## src/rtl/mix_columns_pipe_if.sv

```systemverilog
// Handshake bundle for the MixColumns engine: one input block channel and one result channel.
// The slave modport is the engine's view; the master modport is the producer/consumer side.
interface mix_columns_pipe_if;
    logic         in_valid;
    logic         in_ready;
    logic [127:0] in_data;
    logic         in_bypass;
    logic         in_inv;
    logic         out_valid;
    logic         out_ready;
    logic [127:0] out_data;

    modport master (
        output in_valid, in_data, in_bypass, in_inv, out_ready,
        input  in_ready, out_valid, out_data
    );

    modport slave (
        input  in_valid, in_data, in_bypass, in_inv, out_ready,
        output in_ready, out_valid, out_data
    );
endinterface

```

## src/rtl/mix_columns_pipe.sv

```systemverilog
// AES MixColumns engine processing COLS_PER_CYCLE columns per cycle with a bypass path.
// Defining MIX_COLUMNS_INV_EN adds InvMixColumns, selected per block by in_inv.
module mix_columns_pipe #(
    parameter int COLS_PER_CYCLE = 1
) (
    input logic               clk,
    input logic               rst_n,
    mix_columns_pipe_if.slave bus
);
    typedef enum logic [1:0] {IDLE, BUSY, DONE} state_t;

    state_t       state_reg;
    logic [127:0] data_reg;
    logic [127:0] result_reg;
    logic [127:0] result_next;
    logic [2:0]   col_reg;
    logic         bypass_reg;
    logic         inv_reg;
    logic         valid_reg;
    logic         accept;
    logic         last_group;

    logic [1:0]  sel     [COLS_PER_CYCLE];
    logic [31:0] col_in  [COLS_PER_CYCLE];
    logic [31:0] col_out [COLS_PER_CYCLE];

    function automatic logic [7:0] xtime(input logic [7:0] b);
        return {b[6:0], 1'b0} ^ (b[7] ? 8'h1b : 8'h00);
    endfunction

    function automatic logic [31:0] fwd_col(input logic [31:0] c);
        logic [7:0] a0, a1, a2, a3;
        {a0, a1, a2, a3} = c;
        return {xtime(a0) ^ xtime(a1) ^ a1 ^ a2 ^ a3,
                a0 ^ xtime(a1) ^ xtime(a2) ^ a2 ^ a3,
                a0 ^ a1 ^ xtime(a2) ^ xtime(a3) ^ a3,
                xtime(a0) ^ a0 ^ a1 ^ a2 ^ xtime(a3)};
    endfunction

`ifdef MIX_COLUMNS_INV_EN
    // Multiply by 9/B/D/E built from the x2, x4, x8 doubling chain.
    function automatic logic [7:0] gm(input logic [7:0] a, input logic [3:0] k);
        logic [7:0] x2, x4, x8;
        x2 = xtime(a);
        x4 = xtime(x2);
        x8 = xtime(x4);
        return (k[3] ? x8 : 8'h00) ^ (k[2] ? x4 : 8'h00) ^
               (k[1] ? x2 : 8'h00) ^ (k[0] ? a : 8'h00);
    endfunction

    function automatic logic [31:0] inv_col(input logic [31:0] c);
        logic [7:0] a0, a1, a2, a3;
        {a0, a1, a2, a3} = c;
        return {gm(a0, 4'he) ^ gm(a1, 4'hb) ^ gm(a2, 4'hd) ^ gm(a3, 4'h9),
                gm(a0, 4'h9) ^ gm(a1, 4'he) ^ gm(a2, 4'hb) ^ gm(a3, 4'hd),
                gm(a0, 4'hd) ^ gm(a1, 4'h9) ^ gm(a2, 4'he) ^ gm(a3, 4'hb),
                gm(a0, 4'hb) ^ gm(a1, 4'hd) ^ gm(a2, 4'h9) ^ gm(a3, 4'he)};
    endfunction
`endif

    for (genvar gi = 0; gi < COLS_PER_CYCLE; gi++) begin : g_col
        assign sel[gi]    = col_reg[1:0] + 2'(gi);
        assign col_in[gi] = data_reg[{2'd3 - sel[gi], 5'd0} +: 32];
`ifdef MIX_COLUMNS_INV_EN
        assign col_out[gi] = inv_reg ? inv_col(col_in[gi]) : fwd_col(col_in[gi]);
`else
        assign col_out[gi] = fwd_col(col_in[gi]);
`endif
    end

`ifdef MIX_COLUMNS_INV_EN
    wire unused_flags = &{1'b0, bypass_reg};
`else
    wire unused_flags = &{1'b0, bypass_reg, inv_reg};
`endif

    always_comb begin
        result_next = result_reg;
        for (int i = 0; i < COLS_PER_CYCLE; i++) begin
            result_next[{2'd3 - sel[i], 5'd0} +: 32] = col_out[i];
        end
    end

    assign last_group   = (col_reg == 3'(4 - COLS_PER_CYCLE));
    assign bus.in_ready = (state_reg == IDLE) || ((state_reg == DONE) && bus.out_ready);
    assign accept       = bus.in_valid && bus.in_ready;
    assign bus.out_valid = valid_reg;
    assign bus.out_data  = result_reg;

    always_ff @(posedge clk or negedge rst_n) begin
        if (!rst_n) begin
            state_reg  <= IDLE;
            data_reg   <= '0;
            result_reg <= '0;
            col_reg    <= '0;
            bypass_reg <= 1'b0;
            inv_reg    <= 1'b0;
            valid_reg  <= 1'b0;
        end else begin
            case (state_reg)
                IDLE, DONE: begin
                    // In DONE, accept implies out_ready, so retiring and loading share this edge.
                    if (accept) begin
                        data_reg   <= bus.in_data;
                        bypass_reg <= bus.in_bypass;
                        inv_reg    <= bus.in_inv;
                        col_reg    <= '0;
                        if (bus.in_bypass) begin
                            result_reg <= bus.in_data;
                            valid_reg  <= 1'b1;
                            state_reg  <= DONE;
                        end else begin
                            valid_reg  <= 1'b0;
                            state_reg  <= BUSY;
                        end
                    end else if ((state_reg == DONE) && bus.out_ready) begin
                        valid_reg <= 1'b0;
                        state_reg <= IDLE;
                    end
                end
                BUSY: begin
                    result_reg <= result_next;
                    col_reg    <= col_reg + 3'(COLS_PER_CYCLE);
                    if (last_group) begin
                        valid_reg <= 1'b1;
                        state_reg <= DONE;
                    end
                end
                default: begin
                    valid_reg <= 1'b0;
                    state_reg <= IDLE;
                end
            endcase
        end
    end
endmodule

```

## src/flat_wrapper.sv

```systemverilog
// flat-port wrapper written by rule: the top's interface ports become plain ports
module mix_columns_pipe_flat 
#(
    parameter int COLS_PER_CYCLE = 1
)
  (clk, rst_n, bus_in_valid, bus_in_data, bus_in_bypass, bus_in_inv, bus_out_ready, bus_in_ready, bus_out_valid, bus_out_data);
  mix_columns_pipe_if bus_i ();
  input logic clk;
  input logic rst_n;
  input wire logic [$bits(bus_i.in_valid)-1:0] bus_in_valid;
  input wire logic [$bits(bus_i.in_data)-1:0] bus_in_data;
  input wire logic [$bits(bus_i.in_bypass)-1:0] bus_in_bypass;
  input wire logic [$bits(bus_i.in_inv)-1:0] bus_in_inv;
  input wire logic [$bits(bus_i.out_ready)-1:0] bus_out_ready;
  output wire logic [$bits(bus_i.in_ready)-1:0] bus_in_ready;
  output wire logic [$bits(bus_i.out_valid)-1:0] bus_out_valid;
  output wire logic [$bits(bus_i.out_data)-1:0] bus_out_data;
  assign bus_i.in_valid = bus_in_valid;
  assign bus_i.in_data = bus_in_data;
  assign bus_i.in_bypass = bus_in_bypass;
  assign bus_i.in_inv = bus_in_inv;
  assign bus_i.out_ready = bus_out_ready;
  assign bus_in_ready = bus_i.in_ready;
  assign bus_out_valid = bus_i.out_valid;
  assign bus_out_data = bus_i.out_data;
  mix_columns_pipe #(.COLS_PER_CYCLE(COLS_PER_CYCLE)) u_core (.clk(clk), .rst_n(rst_n), .bus(bus_i));
endmodule
```

## config.mk

```make
export PLATFORM = sky130hd
export DESIGN_NAME = mix_columns_pipe_flat
export DESIGN_NICKNAME = d
export VERILOG_FILES = /design/src/rtl/mix_columns_pipe_if.sv /design/src/rtl/mix_columns_pipe.sv /design/src/flat_wrapper.sv
export SDC_FILE = /design/constraint.sdc
export NUM_CORES = 1
export LEC_CHECK = 0
export CORE_UTILIZATION = 28
export DETAILED_ROUTE_END_ITERATION = 8
export GPL_ROUTABILITY_DRIVEN = 0
export SETUP_SLACK_MARGIN = 0.15
export SLEW_MARGIN = 15
export SYNTH_ARGS = -nofsm -noshare
export SYNTH_HDL_FRONTEND = slang
export SYNTH_SLANG_ARGS = --single-unit
```

## constraint.sdc

```tcl
create_clock -name clk -period 3 [get_ports clk]
set_input_delay 0.3 -clock clk [delete_from_list [all_inputs] [get_ports clk]]
set_output_delay 0.3 -clock clk [all_outputs]
set_load 0.1 [all_outputs]
```

# Word-level counts from Yosys, hierarchy flattened
# Cells that the tools add are included.
[classes]
n_shift = 3
bitwise_logic = 20
n_mux = 20
n_div = 0
n_lt_le_gt_ge = 0
n_mul = 0
addsub = 3
n_reduce_logical = 10
n_eq_ne = 7
[op_table]
columns = ["operator", "count"]
rows = [
  ["2-to-1 mux 128 bit", 2],
  ["case mux 128 bit (2 select lines)", 1],
  ["bitwise XOR 8 bit", 19],
  ["bitwise mux 128 bit", 1],
  ["variable shift 32 x 9 -> 128 bit, first input constant", 1],
  ["indexed part select 128 x 8 -> 32 bit", 1],
  ["indexed part select 32 x 9 -> 128 bit", 1],
  ["2-to-1 mux 5 bit", 4],
  ["negator 7 -> 9 bit", 1],
  ["2-to-1 mux 2 bit", 4],
  ["bitwise XOR 8 x 5 -> 8 bit", 1],
  ["case mux 3 bit (2 select lines)", 1],
  ["AND reduction 2 bit", 3],
  ["2-to-1 mux 1 bit", 4],
  ["inequality test 2 x 1 -> 1 bit, second input constant", 2],
  ["case mux 2 bit (2 select lines)", 1],
  ["adder 3 x 1 -> 3 bit, second input constant", 1],
  ["== test 3 x 2 -> 1 bit, second input constant", 1],
  ["2-to-1 mux 3 bit", 1],
  ["inequality test 3 x 1 -> 1 bit, second input constant", 1],
  ["AND reduction 3 bit", 1],
  ["== test 2 x 1 -> 1 bit, second input constant", 1],
  ["== test 2 bit, second input constant", 1],
  ["logical AND 1 bit", 2],
  ["7 further kinds", 7],
]
[word_totals]
out_inout_bits = 130
n_memories = 0
ram_bits = 0
latch_bits = 0
elab_cells = 68
rom_bits = 0
reg_bits = 262

# Longest topological paths before layout
# Gate-level depths: netlist of run 1.
[depth]
ltp_word = 11
ltp_mapped = 9
ltp_nobuf = 6

# Least setup slack after synthesis of run 1
# Ideal clock, no wire load.
[synth_path]
path_type = "register -> register"
start = "reg u_core.bus.out_valid (netlist name)"
end = "reg u_core.state_reg[0]"
stages_incl_launch_ff = 5
setup_slack_ns = 0.295
required_ns = 2.916
setup_time_ns = 0.084
arrival_time_ns = 2.621
cell_sequence = "dfrtp_1 -> nor2b_1 -> nor2_1 -> nand2_1 -> o22ai_1"
[synth_rtl]
columns = ["item", "line", "rtl"]
rows = [
  ["end signal, assigned", "mix_columns_pipe.sv:92", "state_reg <= IDLE;"],
  ["end signal, assigned", "mix_columns_pipe.sv:111", "state_reg <= DONE;"],
  ["end signal, assigned", "mix_columns_pipe.sv:114", "state_reg <= BUSY;"],
  ["end, declared", "mix_columns_pipe.sv:12", "state_t state_reg;"],
]

# Worst setup path after layout of run 1
[layout_path]
start = "reg u_core.col_reg[0]"
end = "reg u_core.result_reg[28], in the netlist u_core.bus.out_data[28]"
[layout_via]
elab_chain_cells = 11
[layout_lines]
columns = ["item", "line", "rtl"]
rows = [
  ["start, declared", "mix_columns_pipe.sv:16", "logic [2:0] col_reg;"],
  ["start signal, assigned", "mix_columns_pipe.sv:123", "col_reg <= col_reg + 3'(COLS_PER_CYCLE);"],
  ["subtractor 2 bit (*)", "mix_columns_pipe.sv:63, mix_columns_pipe.sv:80", ""],
  ["indexed part select 128 x 8 -> 32 bit", "mix_columns_pipe.sv:63", "assign col_in[gi] = data_reg[{2'd3 - sel[gi], 5'd0} +: 32];"],
  ["2-to-1 mux 5 bit", "mix_columns_pipe.sv:28", "return {b[6:0], 1'b0} ^ (b[7] ? 8'h1b : 8'h00);"],
  ["bitwise XOR 8 x 5 -> 8 bit or bitwise XOR 8 bit (tied branches)", "mix_columns_pipe.sv:28", ""],
  ["bitwise XOR 8 bit (on tied branches) (4 in series)", "mix_columns_pipe.sv:37, mix_columns_pipe.sv:34, mix_columns_pipe.sv:35", ""],
  ["indexed part select 32 x 9 -> 128 bit", "mix_columns_pipe.sv:80", "result_next[{2'd3 - sel[i], 5'd0} +: 32] = col_out[i];"],
  ["bitwise mux 128 bit (*)", "mix_columns_pipe.sv:80", ""],
  ["case mux 128 bit (2 select lines) (*)", "mix_columns_pipe.sv:100", "case (state_reg)"],
  ["end signal, assigned", "mix_columns_pipe.sv:109", "result_reg <= bus.in_data;"],
  ["end signal, assigned", "mix_columns_pipe.sv:122", "result_reg <= result_next;"],
  ["end, declared", "mix_columns_pipe.sv:14", "logic [127:0] result_reg;"],
]
# Mark *: on every way between the ends. The rest lies on a longest branch, timed or not.
# A chain may end at the register's enable or synchronous reset.

==> impl_metrics.py, run 1 <==
metrics = {
    "floorplan": {
        "floorplan.initialDensity": 0.2842,
        "pin_count": 264,
        "die_w_um": 216.9,
        "die_h_um": 216.9,
        "die-area_um2": 47030,
        "coreArea_um2": 45480,
        "row_count": 78,
    },
    "layout": {
        "drive_gt1_frac": 0.3273,
        "area_growth_pct": 34.04,
        "finalNetCount": 1390,
        "final_area_um2": 17330,
        "fin_util": 0.3810,
    },
    "synthesis": {
        "ys_types": 39,
        "yosys.area.top_type_share": 0.5053,
        "syn_avg_cell_area_um2": 12.97,
        "yosys_warnings": 0,
        "synth_area_leader_cell": "dfrtp_1",
        "synth_seq_area_share": 0.5053,
        "synthArstFlopShare": 1.000,
        "synth_edf_count": 0,
        "syn_area_um2": 12930,
        "syn-num-nets": 1136,
        "yosys_most_used_dff": "dfrtp_1",
        "synth_commonest_cells": "dfrtp_1, nand2_1, mux2_2",
        "synthesis.instances": 997,
        "ys_ff_latch": 261,
        "synth_area_leaders": "dfrtp_1, mux2_2, o221ai_1",
    },
    "cts": {
        "path_clk_slew_ns": 0.06,
        "cts_inserted_buffers": 30,
        "cts-root-buf": "clkbuf_16",
        "cts_tree": "yes",
        "post_cts_buffers": 0,
        "htree_levels": 1,
        "cts_max_path_buffers": 3,
        "insertion_delay_ns": 0.56,
        "clock_sinks": 261,
    },
    "route": {
        "vias": 9412,
        "drt_first_iter_violations": 606,
        "vias_per_cell": 5.017,
        "firstDrtPassIters": 5,
        "wire_per_inst_um": 22.54,
        "post-route-drc-count": 0,
        "ant_nets": 0,
        "routed_wl_mm": 42.29,
    },
    "sta": {
        "max_slew_margin": 0.4968,
        "min_period_ns": 2.691,
        "timing.fmax_mhz": 371.6,
        "finalCritPeriodShare": 0.8971,
        "finClkSkew_ns": 0.01023,
        "finalHoldViolCount": 0,
        "timing.final.max_slew_violations": 0,
        "setup_viol": 0,
        "worstMarginPinSlew_ns": 0.7549,
        "setup_tns_ns": 0,
        "rsz0062_at_grt": "no",
    },
    "status": {
        "status": "finished, final reports clean",
    },
    "critical_path": {
        "crit_fanout": 23,
        "path_buf_inv": 1,
        "slowest_stage": "mux4_1",
        "cp-end-kind": "flip-flop",
        "critPathArrivalTime_ns": 3.16,
        "start_kind": "flip-flop",
        "crit_family": "XOR/XNOR gates",
        "crit_path_cell_trace": "buf_12 -> mux4_1 -> xnor2_1 -> xnor3_1 -> o221ai_1",
        "cp.required_ns": 3.47,
        "path_class": "flip-flop to flip-flop",
        "max_stage_delay_ns": 0.81,
    },
    "global_route": {
        "grt_usage": 0.1791,
        "antenna_found_initial": 4,
        "grt_max_degree": 87,
        "grt_remaining_overflow": 0,
        "grt_pass1_vias": 9987,
        "grt_pass1_wl_mm": 63.36,
    },
    "hold_path": {
        "holdCritPathClass": "input port to asynchronous set/reset pin",
    },
    "job": {
        "cap_violations": 0,
    },
    "placed_design": {
        "hpwl_mm": 29.90,
        "io_buffers": 262,
        "place_area_um2": 16160,
    },
}
cell usage in the layout (no fill, tap or decap), types with 5 or more instances in the layout:
| cell type | count |
|---|---|
| clkbuf_8 | 5 |
| xor2_1 | 9 |
| xor3_1 | 12 |
| buf_12 | 11 |
| buf_4 | 156 |
| nand2_1 | 261 |
| xnor3_1 | 25 |
| xnor2_1 | 6 |
| xnor2_2 | 5 |
| ha_1 | 5 |
| o221ai_1 | 112 |
| mux4_2 | 23 |
| clkbuf_16 | 31 |
| o221ai_2 | 16 |
| mux2_2 | 128 |
| dfrtp_1 | 259 |
| bufinv_16 | 8 |
| mux4_1 | 9 |
| clkdlybuf4s50_1 | 131 |
repair_timing:
action,4_1_cts,5_1_grt
endpoints found under the hold margin,81,0
setup endpoints to repair,0,4
hold buffers,1,0
gates resized for setup,0,1
final cells by class:
type	count	area, um2
sequential	261	6534
timing repair buffer	300	2728
tap	600	750.7
inverter	5	18.77
clock buffer	40	859.6
antenna	2	5.005
fill	4348	28150
multi-input combinational	653	6147
clock inverter	15	284.0
logic make-up (layout without fill, tap and decap cells):
family,count (synthesis),count (layout),share of synthesized area
flops,261,261,0.5053
compound gates,138,138,0.09999
buf+inv,83,360,0.02768
mux,160,160,0.1699
xor+xnor,72,72,0.1087
simple gates,278,278,0.08363
other cells,0,2,0
fa+ha+maj,5,5,0.004840
metrics by stage:
step / instances / setup WS (ns) / hold slack (ns)
after global routing: 1876 / 0.1984 / 0.3511
final: 1876 / 0.3088 / 0.3454
after CTS: 1874 / 0.1910 / 0.3274
after global placement: 1818 / 0.2545 / 0.3611
after detailed placement: 1818 / 0.2016 / 0.3727
after floorplan: 997 / 0.2947 / 0.004409
routing by layer:
layer  global-route usage  wire [um]  up-vias
met2               0.2947      20240      343
met4              0.04930       1039        4
met5                    0         26        -
met1               0.2372      18240     4816
met3              0.03913       2741       66
li1                     -          -     4183
final timing paths:
kind                                         start                       end  slack (ns)  depth (start not counted)
setup / recovery                 u_core.col_reg[0]   u_core.bus.out_data[28]        0.31                          5
hold / removal                               rst_n       u_core.data_reg[52]        0.35                          2
setup reg to reg                 u_core.col_reg[0]   u_core.bus.out_data[28]        0.31                          5
hold reg to reg            u_core.bus.out_data[83]   u_core.bus.out_data[83]        0.49                          2
max in group asynchronous                    rst_n  u_core.bus.out_data[101]        1.77                          3
min in group clk                   bus_in_data[11]   u_core.bus.out_data[11]        0.35                          3
Power of run 1 is not shown: default switching activity piles up to over one toggle a cycle in this logic, so the estimate is an artifact.
==> inputs of run 2 (changes only) <==
Settings changed: TNS_END_PERCENT from default to 1.
==> results of run 2 <==
The final DEF is identical to that of run 1; final timing and power are the same.
Power of run 2 is left out for the same reason.
==> inputs of run 3 (changes only) <==
Settings changed: CAP_MARGIN from default to 25, CTS_CLUSTER_DIAMETER from default to 50.
==> impl_metrics.py, run 3 (synthesis results as in run 1) <==
metrics = {
    "placed_design": {
        "io_buffers": 262,
        "dp_cells": 1818,
        "hpwl_mm": 29.90,
    },
    "sta": {
        "finalCritPeriodShare": 0.8928,
        "timing.final.max_slew_violations": 0,
        "timing.fmax_mhz": 373.3,
        "worstMarginPinSlew_ns": 0.7686,
        "finClkSkew_ns": 0.01682,
        "setup_viol": 0,
        "setup_tns_ns": 0,
        "finalHoldViolCount": 0,
        "min_period_ns": 2.678,
        "max_slew_margin": 0.4876,
        "rsz0062_at_grt": "no",
    },
    "cts": {
        "clock_sinks": 261,
        "htree_levels": 2,
        "path_clk_slew_ns": 0.06,
        "cts_tree": "yes",
        "cts_inserted_buffers": 40,
        "cts_max_path_buffers": 3,
        "cts-root-buf": "clkbuf_16",
        "insertion_delay_ns": 0.54,
    },
    "job": {
        "cap_violations": 0,
    },
    "critical_path": {
        "start_kind": "flip-flop",
        "path_class": "flip-flop to flip-flop",
        "cp.required_ns": 3.43,
        "critPathArrivalTime_ns": 3.11,
        "crit_fanout": 23,
        "cp-end-kind": "flip-flop",
    },
    "layout": {
        "mostFrequentLayoutCells": "nand2_1, dfrtp_1, buf_4, clkdlybuf4s50_1, mux2_2",
        "final_common_cell": "nand2_1",
        "seq_area_um2": 6534,
        "fin_cells": 1891,
        "fillerInstances": 4344,
        "finalNetCount": 1400,
        "area_growth_pct": 35.81,
        "drive_gt1_frac": 0.3367,
        "multi_input_area_um2": 6147,
    },
    "route": {
        "drt_first_iter_violations": 610,
        "firstDrtPassIters": 5,
        "vias": 9476,
        "routed_wl_mm": 42.26,
        "ant_nets": 0,
        "wire_per_inst_um": 22.35,
        "post-route-drc-count": 0,
        "vias_per_cell": 5.011,
    },
    "global_route": {
        "grt_remaining_overflow": 0,
        "grt_max_degree": 87,
        "grt_pass1_vias": 10050,
        "grt_usage": 0.1811,
        "antenna_found_initial": 4,
        "grt_pass1_wl_mm": 63.48,
    },
    "floorplan": {
        "die-area_um2": 47030,
        "floorplan.initialDensity": 0.2842,
        "die_h_um": 216.9,
        "die_w_um": 216.9,
        "pin_count": 264,
        "row_count": 78,
        "coreArea_um2": 45480,
    },
    "status": {
        "status": "finished, final reports clean",
    },
    "hold_path": {
        "holdCritPathClass": "input port to asynchronous set/reset pin",
    },
}
run 3: final timing paths:
path                                          from                 endpoint  slack [ns]  cells after the start
hold reg to reg            u_core.bus.out_data[83]  u_core.bus.out_data[83]        0.49                      2
max in group asynchronous                    rst_n     u_core.data_reg[100]        1.74                      3
hold / removal                               rst_n      u_core.data_reg[52]        0.37                      2
setup reg to reg                 u_core.col_reg[0]  u_core.bus.out_data[28]        0.32                      5
min in group clk                   bus_in_data[11]  u_core.bus.out_data[11]        0.39                      3
setup / recovery                 u_core.col_reg[0]  u_core.bus.out_data[28]        0.32                      5
run 3: area by class of cell:
cell class / count / area share
antenna: 2 / 0.0002851
clock buffer: 47 / 0.06201
clock inverter: 23 / 0.01618
inverter: 5 / 0.001069
multi-input combinational: 653 / 0.3502
sequential: 261 / 0.3722
tap: 600 / 0.04276
timing repair buffer: 300 / 0.1554
run 3: stage by stage:
step / cell area, um2 / hold slack, ns / util / setup slack, ns
global route: 17560 / 0.3867 / 0.3860 / 0.2068
CTS: 17540 / 0.3534 / 0.3857 / 0.2009
finish: 17560 / 0.3749 / 0.3860 / 0.3215
global placement: 16160 / 0.3611 / 0.3553 / 0.2545
floorplan: 12930 / 0.004409 / - / 0.2947
detailed placement: 16160 / 0.3727 / 0.3553 / 0.2016
run 3: timing repair:
action,in CTS,in global routing
gates resized for setup,0,1
hold buffers,1,0
endpoints found under the setup margin,0,2
setup buffers,0,0
hold endpoints to repair,81,0
run 3: worst max-delay path, stage by stage (launching register included):
cell and delay [ns]:
dfrtp_2 0.40, buf_12 0.21, mux4_1 0.81, xnor2_1 0.39, xnor3_1 0.51, o221ai_1 0.24
run 3: routing by layer:
layer,track usage,part of all wire,wire length (um)
met5,0,0.00062,26
met4,0.05751,0.026,1093
met3,0.04472,0.067,2835
met2,0.2934,0.48,20140
met1,0.2374,0.43,18170
Power of run 3 is left out for the same reason.
